### src/rtl/neuron_memory_loader.sv
// Byte-stream loader: turns an (address, length, data...) host frame into external neuron memory writes.
// Optional trailing XOR checksum byte when NEURON_LOADER_CHECKSUM_EN is defined.
module neuron_memory_loader #(
    parameter int ADDR_WIDTH   = 8,
    parameter int DATA_WIDTH   = 8,
    parameter int IDLE_TIMEOUT = 1024
) (
    input  logic                  clk,
    input  logic                  rst,
    input  logic [DATA_WIDTH-1:0] in_data,
    input  logic                  in_valid,
    output logic                  in_ready,
    output logic [ADDR_WIDTH-1:0] neuron_read_address_ext,
    output logic [ADDR_WIDTH-1:0] neuron_write_address_ext,
    output logic [DATA_WIDTH-1:0] neuron_write_data_ext,
    output logic                  neuron_write_enable_ext,
    output logic                  select_external,
    output logic                  busy,
    output logic                  done,
    output logic                  error
);
    localparam int CW = ADDR_WIDTH + 1;
    localparam int TW = (IDLE_TIMEOUT > 1) ? $clog2(IDLE_TIMEOUT) : 1;
    localparam logic [TW-1:0] TO_LAST  = TW'((IDLE_TIMEOUT > 0) ? IDLE_TIMEOUT - 1 : 0);
    localparam logic [CW-1:0] FULL_LEN = {1'b1, {ADDR_WIDTH{1'b0}}};

`ifdef NEURON_LOADER_CHECKSUM_EN
    typedef enum logic [2:0] {S_IDLE, S_LEN, S_DATA, S_CSUM, S_FLUSH, S_DONE} state_t;
    logic [DATA_WIDTH-1:0] csum_q, csum_d;
`else
    typedef enum logic [2:0] {S_IDLE, S_LEN, S_DATA, S_FLUSH, S_DONE} state_t;
`endif

    state_t                state_q, state_d;
    logic [ADDR_WIDTH-1:0] addr_q, addr_d;
    logic [CW-1:0]         remaining_q, remaining_d;
    logic [TW-1:0]         idle_cnt_q, idle_cnt_d;
    logic [ADDR_WIDTH-1:0] wr_addr_q, wr_addr_d;
    logic [DATA_WIDTH-1:0] wr_data_q, wr_data_d;
    logic                  wr_en_q, wr_en_d;
    logic                  sel_q, sel_d;
    logic                  err_q, err_d;
    logic                  accept, frame_wait, timeout;

    always_comb begin
        frame_wait = (state_q == S_LEN) || (state_q == S_DATA);
`ifdef NEURON_LOADER_CHECKSUM_EN
        frame_wait = frame_wait || (state_q == S_CSUM);
`endif
    end

    assign in_ready = (state_q == S_IDLE) || frame_wait;
    assign accept   = in_valid && in_ready;
    // Acceptance always wins over timeout: timeout needs in_valid low.
    assign timeout  = (IDLE_TIMEOUT != 0) && frame_wait && !in_valid && (idle_cnt_q == TO_LAST);

    always_comb begin
        state_d     = state_q;
        addr_d      = addr_q;
        remaining_d = remaining_q;
        wr_addr_d   = wr_addr_q;
        wr_data_d   = wr_data_q;
        wr_en_d     = 1'b0;
        sel_d       = sel_q;
        err_d       = err_q;
`ifdef NEURON_LOADER_CHECKSUM_EN
        csum_d      = csum_q;
`endif
        idle_cnt_d  = (accept || !frame_wait) ? '0 : idle_cnt_q + 1'b1;

        case (state_q)
            S_IDLE: if (accept) begin
                addr_d  = ADDR_WIDTH'(in_data);
                sel_d   = 1'b1;
                err_d   = 1'b0;
`ifdef NEURON_LOADER_CHECKSUM_EN
                csum_d  = '0;
`endif
                state_d = S_LEN;
            end
            S_LEN: if (accept) begin
                remaining_d = (in_data == '0) ? FULL_LEN : CW'(in_data);
                state_d     = S_DATA;
            end
            S_DATA: if (accept) begin
                wr_addr_d   = addr_q;
                wr_data_d   = in_data;
                wr_en_d     = 1'b1;
                addr_d      = addr_q + 1'b1;
                remaining_d = remaining_q - 1'b1;
`ifdef NEURON_LOADER_CHECKSUM_EN
                csum_d      = csum_q ^ in_data;
                if (remaining_q == CW'(1)) state_d = S_CSUM;
`else
                if (remaining_q == CW'(1)) state_d = S_FLUSH;
`endif
            end
`ifdef NEURON_LOADER_CHECKSUM_EN
            S_CSUM: if (accept) begin
                // Writes are already committed; a bad checksum only flags the frame.
                if (in_data == csum_q) begin
                    state_d = S_FLUSH;
                end else begin
                    err_d   = 1'b1;
                    sel_d   = 1'b0;
                    state_d = S_IDLE;
                end
            end
`endif
            S_FLUSH: state_d = S_DONE;
            S_DONE: begin
                sel_d   = 1'b0;
                state_d = S_IDLE;
            end
            default: state_d = S_IDLE;
        endcase

        if (timeout) begin
            err_d   = 1'b1;
            sel_d   = 1'b0;
            state_d = S_IDLE;
        end
    end

    always_ff @(posedge clk or posedge rst) begin
        if (rst) begin
            state_q     <= S_IDLE;
            addr_q      <= '0;
            remaining_q <= '0;
            idle_cnt_q  <= '0;
            wr_addr_q   <= '0;
            wr_data_q   <= '0;
            wr_en_q     <= 1'b0;
            sel_q       <= 1'b0;
            err_q       <= 1'b0;
`ifdef NEURON_LOADER_CHECKSUM_EN
            csum_q      <= '0;
`endif
        end else begin
            state_q     <= state_d;
            addr_q      <= addr_d;
            remaining_q <= remaining_d;
            idle_cnt_q  <= idle_cnt_d;
            wr_addr_q   <= wr_addr_d;
            wr_data_q   <= wr_data_d;
            wr_en_q     <= wr_en_d;
            sel_q       <= sel_d;
            err_q       <= err_d;
`ifdef NEURON_LOADER_CHECKSUM_EN
            csum_q      <= csum_d;
`endif
        end
    end

    assign neuron_read_address_ext  = '0;
    assign neuron_write_address_ext = wr_addr_q;
    assign neuron_write_data_ext    = wr_data_q;
    assign neuron_write_enable_ext  = wr_en_q;
    assign select_external          = sel_q;
    assign busy                     = (state_q != S_IDLE);
    assign done                     = (state_q == S_DONE);
    assign error                    = err_q;
endmodule

### config.mk
export PLATFORM = sky130hd
export DESIGN_NAME = neuron_memory_loader
export DESIGN_NICKNAME = d
export VERILOG_FILES = /design/src/rtl/neuron_memory_loader.sv
export SDC_FILE = /design/constraint.sdc
export NUM_CORES = 1
export LEC_CHECK = 0
export ABC_CLOCK_PERIOD_IN_PS = 2200
export CELL_PAD_IN_SITES_DETAIL_PLACEMENT = 0
export CELL_PAD_IN_SITES_GLOBAL_PLACEMENT = 2
export CORE_UTILIZATION = 33
export CTS_CLUSTER_DIAMETER = 40
export DETAILED_ROUTE_END_ITERATION = 8
export GPL_TIMING_DRIVEN = 0
export PLACE_DENSITY_LB_ADDON = 0.2
export SLEW_MARGIN = 20
export SYNTH_ARGS = -nofsm -noshare
export SYNTH_HDL_FRONTEND = slang
export SYNTH_SLANG_ARGS = --single-unit
### constraint.sdc
create_clock -name clk -period 2.2 [get_ports clk]
set_clock_uncertainty 0.2 [all_clocks]
set_input_delay 0.55 -clock clk [delete_from_list [all_inputs] [get_ports clk]]
set_output_delay 0.55 -clock clk [all_outputs]
set_load 0.03 [all_outputs]
### Word level (Yosys, flattened, before mapping)

Index checks and enable logic that the tools add are counted.
W data, S select, Z words.

| storage, ports and cells | value |
|---|---|
| input port bits | 11 |
| register bits | 49 |
| logic and storage cells | 69 |

| operators by class | value |
|---|---|
| multiplexer cells | 22 |
| $add $sub $neg | 3 |
| equality and inequality tests | 13 |
| reduce and logical (&&, ||, !) cells | 22 |

Operators with widths:

| cell | number |
|---|---|
| $mux W9 | 3 |
| $pmux W9 S2 | 1 |
| $mux W8 | 2 |
| $pmux W8 S2 | 1 |
| $mux W3 | 5 |
| $pmux W3 S4 | 1 |
| $add A10 B1 Y10 const B | 1 |
| $eq A10 B10 Y1 const B | 1 |
| $mux W10 | 1 |
| $eq A9 B1 Y1 const B | 1 |
| $ne A3 B3 Y1 const B | 3 |
| $sub A9 B1 Y9 const B | 1 |
| $add A8 B1 Y8 const B | 1 |
| $logic_not A8 Y1 | 1 |
| $reduce_bool A2 Y1 | 4 |
| $mux W1 | 7 |
| $eq A3 B2 Y1 const B | 2 |
| $ne A2 B2 Y1 const B | 3 |
| $reduce_and A2 Y1 | 3 |
| $reduce_and A3 Y1 | 2 |
| $reduce_bool A3 Y1 | 2 |
| $reduce_and A4 Y1 | 1 |
| $eq A3 B1 Y1 const B | 1 |
| $eq A3 B3 Y1 const B | 1 |
| other kinds (6) | 11 |

### Longest topological paths before layout

| logic depth | value |
|---|---|
| word-level depth | 7 |
| gate-level depth with buffers | 7 |
| depth with buffers taken out | 6 |

### Worst setup path after synthesis

Ideal clock, no wire load.

| timing path | value |
|---|---|
| kind | input to register |
| start point | in in_valid |
| end point | reg wr_data_q[0] (netlist: neuron_write_data_ext[0]) |
| library setup time | 0.125 ns |
| slack | 0.192 ns |
| path buffers | 2 |
| required time | 1.875 ns |
| arrival time | 1.683 ns |
| stages on the path | 5 |
| cells stage by stage | or3b_1 buf_2 nor2_8 buf_6 mux2_2 |

| between the ends | value |
|---|---|
| cells in the longest elaborated chain, start to end | 2 |

Ends and longest elaborated chain:

| what | RTL line | text |
|---|---|---|
| start: declaration | 11 | `input logic in_valid,` |
| $logic_and A1 B1 Y1 | 53 | `assign accept = in_valid && in_ready;` |
| $reduce_and A2 Y1 (no line) | -- |  |
| end signal: assignment | 145 | `wr_data_q <= wr_data_d;` |
| end: declaration | 39 | `logic [DATA_WIDTH-1:0] wr_data_q, wr_data_d;` |

Every way passes these cells.
A chain may end at the register's enable or synchronous reset.

### Final worst setup path

| timing path | value |
|---|---|
| start point | reg state_q[1] |
| end point | out busy |

| between the ends | value |
|---|---|
| cells in the longest elaborated chain, start to end | 1 |

Ends and longest elaborated chain:

| what | RTL line | text |
|---|---|---|
| start: declaration | 34 | `state_t state_q, state_d;` |
| start signal: assignment | 140 | `state_q <= state_d;` |
| $reduce_bool A3 Y1 | 160 | `assign busy = (state_q != S_IDLE);` |
| end: declaration | 18 | `output logic busy,` |

Every way passes these cells.

==> results list <==
- In this run the count of I/O pins placed on the die edge is 41.
- Unique masters post-synth: 44
- For this run the aggregate overflow at the end of global routing stands at 0.
* RSZ-0062 raised after global routing: true
- Via-per-instance ratio: 4.91
* Share of post-route cells with drive strength above 1: 18.1%
- STA classifies the critical path startpoint as a register.
- Power density relative to cell area: approximately 1300 nW/um^2
- Entering global routing, the biggest net connects 29 pins.
- Critical Path Sink: busy
- Std-Cell Rows: 31
- Clock-pin slew was measured on the worst setup and hold paths at 0.10 ns.
- Later-pin clock latency in the skew report: 0.30 ns
- Seq/Total Area, Yosys: 49.5%
- Number of pins with negative max-slew slack in the final report: 0
- Final wirelength: 5.93 mm
* Initial detailed-routing violation count: 71
* Endpoint of the most critical register-to-register path: remaining_q[1]
* Clk sinks: 49
- After floorplanning, the core was sized to cover approximately 7300 um^2.
* Total track usage: between 15 and 20%
* Final estimated routing congestion in global placement: ~0.8
* Die extent in x: about 89 um
- For this block, the via count after detailed routing is slightly below 2,000.
- Register bit total from synthesis: 49
* Number of hold buffers added after CTS: 0
* Die area: 7860 um^2
- Final worst path period need: 2.21 ns
- Number of remaining DRC errors: 0
- Register-to-register path setup slack: 0.14 ns
* Share of the cycle needed by the critical path after routing: 100%
- Number of nets in the layout: 307
- Port buffering added 32 buffers.
* Area of the mapped netlist: roughly 2500 um^2
- Worst endpoint required time: 1.45 ns
- The area growth from synthesis to layout is 25.1%.
* Overall Power: 4150 uW
- In this run, CTS created clock tree buffers numbering 5.
- The initial utilization of the core area, before any placement, comes to between 30 and 40%.
- Clock tree from TritonCTS: built
* Violated checks: negative setup slack
* Warning count from the yosys run: 0
- Among all flip-flop cells after synthesis, the most frequent one is sky130_fd_sc_hd__dfrtp_1.
* Path depth of the worst reg2reg path: 4
- Commonest cells after routing, fill and taps aside: sky130_fd_sc_hd__dfrtp_1 (49), sky130_fd_sc_hd__clkdlybuf4s50_1 (28), sky130_fd_sc_hd__nor2_1 (22)
- Setup total negative slack on the finished layout was measured at -0.00851 ns.
* Number of antenna violations at the first check in global routing: 0
- The tool flagged a number of max-cap violations equal to 0.
* Most frequent standard cell in the layout excluding fill and tap cells: sky130_fd_sc_hd__dfrtp_1
- The number of antenna diodes in the final layout is 0.
- Nature of the critical path endpoint: output pin
* Clock tree root driver cell: sky130_fd_sc_hd__clkbuf_8
* Hold Fails Final Rpt: 0
* Start of the worst register-to-register path: state_q[2]
- Headroom to the max-slew limit came out at 61.1%.
- Share of async-settable or async-resettable flops after synthesis: between 90% and 100%
* Via count of the first global-routing pass: 1,797
- Mapped Cells: 243
- Average wire length per cell after detail routing: 15.1 um
- Setup violations remaining at the end of the flow were counted as 1.
- Counting instances, the worst hold path has a depth of 1.
* Half-perimeter wire length after placement: 4.18 mm
- In this run the worst setup path begins at state_q[1].
- IR Drop Worst-Case VDD: 543 uV
- The count of nets left with antenna violations once routing finished came out at 0.
- For this design the static power due to leakage is 0.00131 uW.
* Outcome: finished, violations left
- Worst Path Max Fanout: 10
* Number of detailed-route iterations in the first pass: 4
* Height of the die: about 89 um
- Arrival time at the worst endpoint: 1.46 ns
- Slew of the pin with the lowest slew margin: 0.582 ns
* Post-layout worst setup margin: -0.00851 ns
- Highest clock rate: 453 MHz
* Mean Syn Cell Area: 10.2 um^2
- Class of the tightest hold or removal check: reg2reg
- Clock Path Buffers: 2
* Number of enable-type register cells in the synthesized netlist: 0
* Category of the most critical setup path: reg2out
- Global-route wire length before repair: 9.43 mm
- The H-tree was split into 2 levels.
==> how the worst min path moves through the flow <==
stage / from / endpoint / slack, ns
4_1_cts: error / error / 0.29
3_3_place_gp: error / error / 0.26
6_report: error / error / 0.29
5_1_grt: error / error / 0.30
2_1_floorplan: idle_cnt_q[0] / idle_cnt_q[0] / 0.25
3_5_place_dp: error / error / 0.27
==> critical path: stages, from the launching register on <==
cell	delay, ns
sky130_fd_sc_hd__dfrtp_1	0.39
sky130_fd_sc_hd__buf_6	0.13
sky130_fd_sc_hd__buf_8	0.13
sky130_fd_sc_hd__or3_4	0.36
sky130_fd_sc_hd__buf_6	0.14
==> through the flow <==
step	instances	area, um^2	setup slack, ns	hold slack [ns]	utilization [%]
floorplan	250	2500	0.192	0.255	-
global placement	381	2950	-0.818	0.264	40.6
detailed placement	382	2970	-0.615	0.269	40.9
CTS	392	3080	-0.0689	0.294	42.5
global route	392	3100	-0.0726	0.305	42.7
finish	392	3100	-0.00851	0.287	42.7
==> cell families (layout without fill, tap and decap cells) <==
group	Yosys count	in the layout	share of synthesized area, %
AO/OA/AOI/OAI	53	53	13.5
buffers and inverters	27	70	6.11
flip-flops	49	49	49.5
adder cells (fa/ha/maj)	4	4	2.02
other	1	8	0.151
AND/OR/NAND/NOR	84	84	18.2
XOR/XNOR	8	8	2.83
multiplexers	17	17	7.73
==> Yosys cell counts (2+ instances only) <==
cell / n / area [um^2]
sky130_fd_sc_hd__dfrtp_1: 49 / 1230
sky130_fd_sc_hd__nor2_1: 22 / 82.6
sky130_fd_sc_hd__mux2_2: 17 / 191
sky130_fd_sc_hd__nand2_1: 17 / 63.8
sky130_fd_sc_hd__o21ai_0: 16 / 80.1
sky130_fd_sc_hd__a21oi_1: 14 / 70.1
sky130_fd_sc_hd__buf_4: 10 / 75.1
sky130_fd_sc_hd__nand3_1: 8 / 40.0
sky130_fd_sc_hd__inv_1: 7 / 26.3
sky130_fd_sc_hd__nor3_1: 7 / 35.0
sky130_fd_sc_hd__clkbuf_1: 5 / 18.8
sky130_fd_sc_hd__nand4_1: 5 / 31.3
sky130_fd_sc_hd__or3_1: 5 / 31.3
sky130_fd_sc_hd__buf_2: 4 / 20.0
sky130_fd_sc_hd__ha_1: 4 / 50.1
sky130_fd_sc_hd__nand2b_1: 4 / 25.0
sky130_fd_sc_hd__xnor2_1: 4 / 35.0
sky130_fd_sc_hd__xor2_1: 4 / 35.0
sky130_fd_sc_hd__a22o_1: 3 / 26.3
sky130_fd_sc_hd__a22oi_1: 3 / 22.5
sky130_fd_sc_hd__o22ai_1: 3 / 18.8
sky130_fd_sc_hd__o2bb2ai_1: 3 / 26.3
sky130_fd_sc_hd__a21o_1: 2 / 15.0
sky130_fd_sc_hd__a2bb2oi_1: 2 / 17.5
sky130_fd_sc_hd__and4_1: 2 / 17.5
sky130_fd_sc_hd__nor3b_1: 2 / 15.0
sky130_fd_sc_hd__nor4_1: 2 / 12.5
sky130_fd_sc_hd__o31a_1: 2 / 17.5
sky130_fd_sc_hd__or3b_1: 2 / 17.5
==> metal layers <==
layer  track usage (%)  vias up  wire length, um
met5                 0        -                0
met4              3.23        0               32
met3              3.08        5              167
met2              24.3       32             2700
met1              24.0      937             3030
li1                  -      951                -
==> flip-flops by register name (all words and copies together) (netlist names) <==
register / flops
neuron_write_data_ext: 8
idle_cnt_q: 10
state_q: 3
select_external: 1
addr_q: 8
neuron_write_address_ext: 8
remaining_q: 9
error: 1
neuron_write_enable_ext: 1
==> repair_timing <==
item | in CTS | in global routing
setup buffers | 2 | 0
endpoints found under the setup margin | 20 | 9
gates resized for setup | 21 | 7
pin swaps | 1 | 0
endpoints found under the hold margin | 0 | 0
==> layout make-up <==
cell class                      instances  area [um^2]
Fill cell                             737         4150
Inverter                                7         26.3
Clock buffer                            6         82.6
Sequential cell                        49         1230
Tap cell                               99          124
Multi-Input combinational cell        174         1140
Buffer                                 20          140
Clock inverter                          2         16.3
Timing Repair Buffer                   35          348
==> where the power goes <==
group	switching, uW	total (uW)	internal (uW)	leakage (uW)
sequential	280	1520	1240	0.000608
clock	329	589	260	0.0000478
combinational	1140	2040	903	0.000656
Note: power is estimated with default switching activity, not from simulation.
